File: config.mk
export PLATFORM = sky130hd
export DESIGN_NAME = memc_reader
export DESIGN_NICKNAME = d
export VERILOG_FILES = /design/src/rtl/systolic_pkg.sv /design/src/rtl/memc_out_reg.sv /design/src/rtl/memc_reader.sv
export SDC_FILE = /design/constraint.sdc
export NUM_CORES = 1
export LEC_CHECK = 0
export CAP_MARGIN = 20
export CORE_ASPECT_RATIO = 0.8
export CORE_MARGIN = 5
export CORE_UTILIZATION = 44
export CTS_BUF_LIST = sky130_fd_sc_hd__clkbuf_4 sky130_fd_sc_hd__clkbuf_8 sky130_fd_sc_hd__clkbuf_16
export CTS_CLUSTER_DIAMETER = 80
export DETAILED_ROUTE_END_ITERATION = 10
export PLACE_DENSITY = 0.86
export SLEW_MARGIN = 30
export SYNTH_ARGS = -nofsm -noshare
export SYNTH_HDL_FRONTEND = slang
export SYNTH_SLANG_ARGS = --single-unit
File: constraint.sdc
create_clock -name clk -period 4.4 [get_ports clk]
set_input_delay 0.44 -clock clk [delete_from_list [all_inputs] [get_ports clk]]
set_output_delay 0.44 -clock clk [all_outputs]
set_load 0.05 [all_outputs]
File: src/rtl/systolic_pkg.sv
// Shared definitions for the systolic datapath: default widths, the row-index
// width helper, the C row type and the C readout state encoding.
package systolic_pkg;

  localparam int DEF_BITS_AB = 8;
  localparam int DEF_BITS_C  = 16;
  localparam int DEF_DIM     = 8;

  // Width of a row index for a DIM x DIM array; never narrower than one bit.
  function automatic int rowbits(input int dim);
    return (dim > 1) ? $clog2(dim) : 1;
  endfunction

  // One full row of C at the default geometry, element c in bits [c*BITS_C +: BITS_C].
  typedef logic signed [DEF_DIM-1:0][DEF_BITS_C-1:0] c_row_t;

  typedef enum logic [1:0] {
    IDLE   = 2'd0,
    STREAM = 2'd1,
    FLUSH  = 2'd2
  } state_e;

endpackage

File: src/rtl/memc_out_reg.sv
// Valid/ready output register for the C readout stream. Holds one captured row
// with its index and last flag; load captures a new row, clear retires the
// final row once it has been accepted.
module memc_out_reg #(
  parameter int DATA_W = 128,
  parameter int ROW_W  = 3
) (
  input  logic              clk,
  input  logic              rst_n,
  input  logic              load,
  input  logic              clear,
  input  logic [DATA_W-1:0] in_data,
  input  logic [ROW_W-1:0]  in_row,
  input  logic              in_last,
  output logic              out_valid,
  output logic [DATA_W-1:0] out_data,
  output logic [ROW_W-1:0]  out_row,
  output logic              out_last
);

  // Capture a row on load, drop valid on clear, otherwise hold everything.
  always_ff @(posedge clk or negedge rst_n) begin
    if (!rst_n) begin
      out_valid <= 1'b0;
      // NOTE: the data register is reset as well, so a reset mid-stream leaves no partial row visible.
      out_data  <= '0;
      out_row   <= '0;
      out_last  <= 1'b0;
    end else if (load) begin
      // NOTE: non-blocking assignments so every register samples pre-edge values.
      out_valid <= 1'b1;
      out_data  <= in_data;
      out_row   <= in_row;
      out_last  <= in_last;
    end else if (clear) begin
      out_valid <= 1'b0;
      out_last  <= 1'b0;
    end
  end

endmodule

File: src/rtl/memc_reader.sv
// Reads the DIM x DIM C matrix out of the systolic array one row per cycle.
// The row pointer drives Crow directly; the array answers combinationally on
// Cout, and each row is captured into a valid/ready output register tagged
// with its index and a last flag. A one-cycle done pulse follows acceptance
// of the final row.
module memc_reader
  import systolic_pkg::*;
#(
  parameter  int BITS_C  = DEF_BITS_C,
  parameter  int DIM     = DEF_DIM,
  localparam int ROWBITS = rowbits(DIM)
) (
  input  logic                       clk,
  input  logic                       rst_n,
  input  logic                       start,
  output logic [ROWBITS-1:0]         Crow,
  input  logic signed [DIM*BITS_C-1:0] Cout,
  output logic                       out_valid,
  input  logic                       out_ready,
  output logic signed [DIM*BITS_C-1:0] out_data,
  output logic [ROWBITS-1:0]         out_row,
  output logic                       out_last,
  output logic                       busy,
  output logic                       done
);

  localparam logic [ROWBITS-1:0] LAST_ROW = ROWBITS'(DIM - 1);

  state_e             state_q, state_d;
  logic [ROWBITS-1:0] row_ptr_q, row_ptr_d;
  logic               done_d;
  logic               load;
  logic               clear;
  logic               at_last;

  assign at_last = (row_ptr_q == LAST_ROW);

  // State, row pointer and done pulse registers.
  always_ff @(posedge clk or negedge rst_n) begin
    if (!rst_n) begin
      state_q   <= IDLE;
      row_ptr_q <= '0;
      done      <= 1'b0;
    end else begin
      state_q   <= state_d;
      row_ptr_q <= row_ptr_d;
      done      <= done_d;
    end
  end

  // Next-state logic: walk the rows while the output register can take one,
  // then wait for the last row to be accepted before returning to IDLE.
  always_comb begin
    // NOTE: every output of this block gets a default first so no branch infers a latch.
    state_d   = state_q;
    row_ptr_d = row_ptr_q;
    load      = 1'b0;
    clear     = 1'b0;
    done_d    = 1'b0;
    unique case (state_q)
      IDLE: begin
        if (start) begin
          row_ptr_d = '0;
          state_d   = STREAM;
        end
      end
      STREAM: begin
        load = !out_valid || out_ready;
        if (load) begin
          if (at_last) state_d = FLUSH;
          else         row_ptr_d = row_ptr_q + ROWBITS'(1);
        end
      end
      FLUSH: begin
        if (out_valid && out_ready) begin
          clear     = 1'b1;
          row_ptr_d = '0;
          done_d    = 1'b1;
          state_d   = IDLE;
        end
      end
      default: begin
        state_d   = IDLE;
        row_ptr_d = '0;
      end
    endcase
  end

  // The array is addressed straight from the registered pointer, so Crow has
  // no combinational dependency on out_ready.
  assign Crow = row_ptr_q;
  assign busy = (state_q != IDLE);

  memc_out_reg #(
    .DATA_W (DIM * BITS_C),
    .ROW_W  (ROWBITS)
  ) u_out_reg (
    .clk       (clk),
    .rst_n     (rst_n),
    .load      (load),
    .clear     (clear),
    .in_data   (Cout),
    .in_row    (row_ptr_q),
    .in_last   (at_last),
    .out_valid (out_valid),
    .out_data  (out_data),
    .out_row   (out_row),
    .out_last  (out_last)
  );

endmodule

==> metrics.md <==
| Metric | Value |
|---|---|
| Core Util, Final | `73.9%` |
| Met1 GRT Util | `23.4%` |
| Final Cycle Share | `56.3%` |
| HP Class | `reg -> reg` |
| Clock latency on the worst-skew pair | `410 ps` |
| Warnings, synthesis | `0` |
| CTS max path bufs | `2` |
| WL per Instance | `19.4 um` |
| Synth Cell Area | `5550 sq um` |
| H-tree Lvls | `4` |
| Synthesized netlist cell count | `315` |
| Vias | `3,696` |
| CP arrival | `2770 ps` |
| Reg2reg setup slack | `2070 ps` |
| Inserted Clock Buffers | `17` |
| Drt pass-1 iters | `4` |
| Post-synth EDFFs | `0` |
| DRT Wirelength | `15,000 um` |
| RSZ-0062 raised after global routing | `no` |
| Compound-Gate Fraction of Synth Area | `0.924%` |
| Pre-CTS WS | `1540 ps` |
| Critical Path Sink | `u_out_reg.out_data[21]` |
| Worst Setup Path Type | `in -> reg` |
| Maximum fanout along the worst path | `51` |
| Run status | `completed` |
| Most Crowded Layer GR | `met2` |
| # hold bufs at CTS | `1` |
| Final min period | `2480 ps` |
| Row cnt | `36` |
| Grt ovf | `0` |
| Synth Area in XOR/XNOR | `0%` |
| Effective utilization at floorplan | `45.3%` |
| Number of synthesized register bits | `139` |
| Critical path launch point type | `input pin` |
| Crit path buf inv count | `2` |
| Hold path cells | `1` |
| Crit. path cell count | `5` |
| F_max | `403 MHz` |
| Die ar. | `15,000 sq um` |
| Core Footprint | `12,300 sq um` |
| Grt met2 use | `34.5%` |
| # DRC | `0` |
| Adder-cell share of the synthesized area | `0.451%` |
| Average size of a mapped cell | `17.6 sq um` |
| Max-Cap Viols | `0` |
| Total power | `8.39 mW` |
| Setup-failing EPs final | `0` |
| Postcts setup bufs | `0` |
| Fin Setup TNS | `0 ps` |
| Synth area leaders | `dfrtp_1, mux2_4, mux2_2` |
| Post-Synth Simple-Gate Area | `1.53%` |
| Max Slew Vio Count | `0` |
| Clock transition at path regs | `60 ps` |
| R2R depth | `4` |
| Slew @ Worst Pin | `842 ps` |
| Worst path slowest cell | `nor2b_4` |
| Die Wd | `136 um` |
| Critical path launch point | `out_ready` |
| Largest net degree at the start of global routing | `63` |
| Number of global-route vias before repair | `4,080` |
| Nets | `726` |
| Dominant cell type by area after synthesis | `dfrtp_1` |
| Slew headroom | `43.8%` |
| Final Skew | `8.30 ps` |
| CP delay by family, top | `simple AND/OR/NAND/NOR gates` |
| CTS tree | `built` |
| Hold Violations, Final | `0` |
| Die Y | `110 um` |
| Total GRT Usage | `20.4%` |
| Port bufs | `269` |
| Final worst slack | `1920 ps` |
| Top-area cell type share of the netlist area | `62.7%` |
| Placed Cells | `743` |
| Clock sink count | `139` |
| DR iter-0 viols | `126` |
| Count leader, synth | `dfrtp_1` |
| Antenna Nets Post-Route | `0` |
| Net Count, Synth | `449` |
| Placed Area | `8390 sq um` |
| Root Buffer | `clkbuf_16` |
| GPL Wtd Cong | `0.750` |
| WHS | `502 ps` |
| Post-route design area | `9050 sq um` |
| R2r endpoint | `u_out_reg.out_data[21]` |
| Final non-filler cell total | `775` |
| Post-synth ARST share | `100%` |
| Area Overhead vs Synth | `63.0%` |
| Filler cells | `766` |
| Largest stage delay, worst path | `740 ps` |
| Ys flop type | `dfrtp_1` |
| Resized Gates After CTS | `0` |
| CP Data Required Time | `4690 ps` |
| Initial antenna violation count | `0` |
| Post-synth top cells | `dfrtp_1, mux2_4, mux2_2, buf_6, buf_2` |
| Count of cell types in the netlist | `19` |
| Post-synthesis mux area share | `31.8%` |
| Critical Path, Cell by Cell | `clkdlybuf4s50_1, nand2b_1, nor2b_4, buf_12, mux2_2` |
| DP HPWL | `10,900 um` |
| Io pins | `270` |
| Crit. End Element | `flop` |
| Pwr/cell area | `927 nW/um^2` |
| Worst VDD drop | `0.000539 V` |
| Lkg Pwr | `3.91 nW` |
| Layout cell share with drive strength beyond 1 | `28.8%` |
| Seq/Total Area, Yosys | `62.7%` |
| # diodes | `0` |
| First-pass GRT wire length | `23,600 um` |
| Largest family of logic cells by synthesized area | `multiplexers` |
| Vias per inst | `4.77` |
| FF-to-FF Start | `u_out_reg.out_valid` |
| Grt met3 use | `8.05%` |
## cell usage in the layout (no fill, tap or decap)
master             n
dfrtp_1          139
buf_4              2
dlygate4sd3_1      1
nand4b_1           1
mux2_4            68
buf_6              1
ha_1               2
clkbuf_8           2
mux2_2            66
clkinv_4           2
nor2_1             4
nand2b_4           1
clkdlybuf4s50_1  268
clkbuf_4           1
buf_12             2
a311oi_1           1
nor2b_1            1
clkinv_2           2
bufinv_16          5
a221oi_2           1
or2_2              1
a21o_1             2
nand2_1            4
o22ai_1            2
nand2b_1           1
inv_1              3
clkinvlp_4         2
nor3b_1            1
clkbuf_16         17
nor2b_4            1
## kinds of logic (layout without fill, tap and decap cells)
group           Yosys count  count (layout)
compound gates            6               6
fa+ha+maj                 2               2
flops                   139             139
mux                     134             134
simple gates             15              15
buf+inv                  19             308
## layer usage
metal  up-vias  part of all wire [%]
met1      1848                    39
li1       1661                     -
met5         -                     0
met4         0                   1.9
met3        25                   8.7
met2       162                    51
## sequential cells by signal (all words and copies together) (netlist names)
| name | count |
|---|---|
| u_out_reg.out_valid | 1 |
| u_out_reg.out_data | 128 |
| u_out_reg.out_row | 3 |
| Crow | 3 |
| u_out_reg.out_last | 1 |
| done | 1 |
| state_q | 2 |
## worst reg2reg max path: cells and delay by family (launching register included)
family                 cells  cell delay (ps)
flip-flops                 1              440
buffers and inverters      1              420
multiplexers               1              430
AND/OR/NAND/NOR            2              930
## power breakdown
group | switching, mW | internal (mW)
Clock | 0.521 | 1.04
Combinational | 2.82 | 1.82
Sequential | 0.343 | 1.85
## cell type report
| cell class | count | area [sq um] | share of cell area, % |
|---|---|---|---|
| Tap cell | 171 | 214 | 2.36 |
| Clock buffer | 20 | 460 | 5.09 |
| Sequential cell | 139 | 3480 | 38.4 |
| Clock inverter | 11 | 193 | 2.13 |
| Multi-Input combinational cell | 157 | 1930 | 21.4 |
| Timing Repair Buffer | 274 | 2760 | 30.5 |
| Inverter | 3 | 11.3 | 0.124 |
## worst min path at each step
stage	endpoint	start	slack, ps
finish	u_out_reg.out_data[26]	u_out_reg.out_data[26]	500
global route	u_out_reg.out_data[38]	u_out_reg.out_data[38]	520
CTS	u_out_reg.out_data[119]	rst_n	490
detailed placement	u_out_reg.out_data[127]	rst_n	370
global placement	u_out_reg.out_data[127]	rst_n	370
floorplan	Crow[0]	rst_n	140
Note: power is estimated with default switching activity, not from simulation.
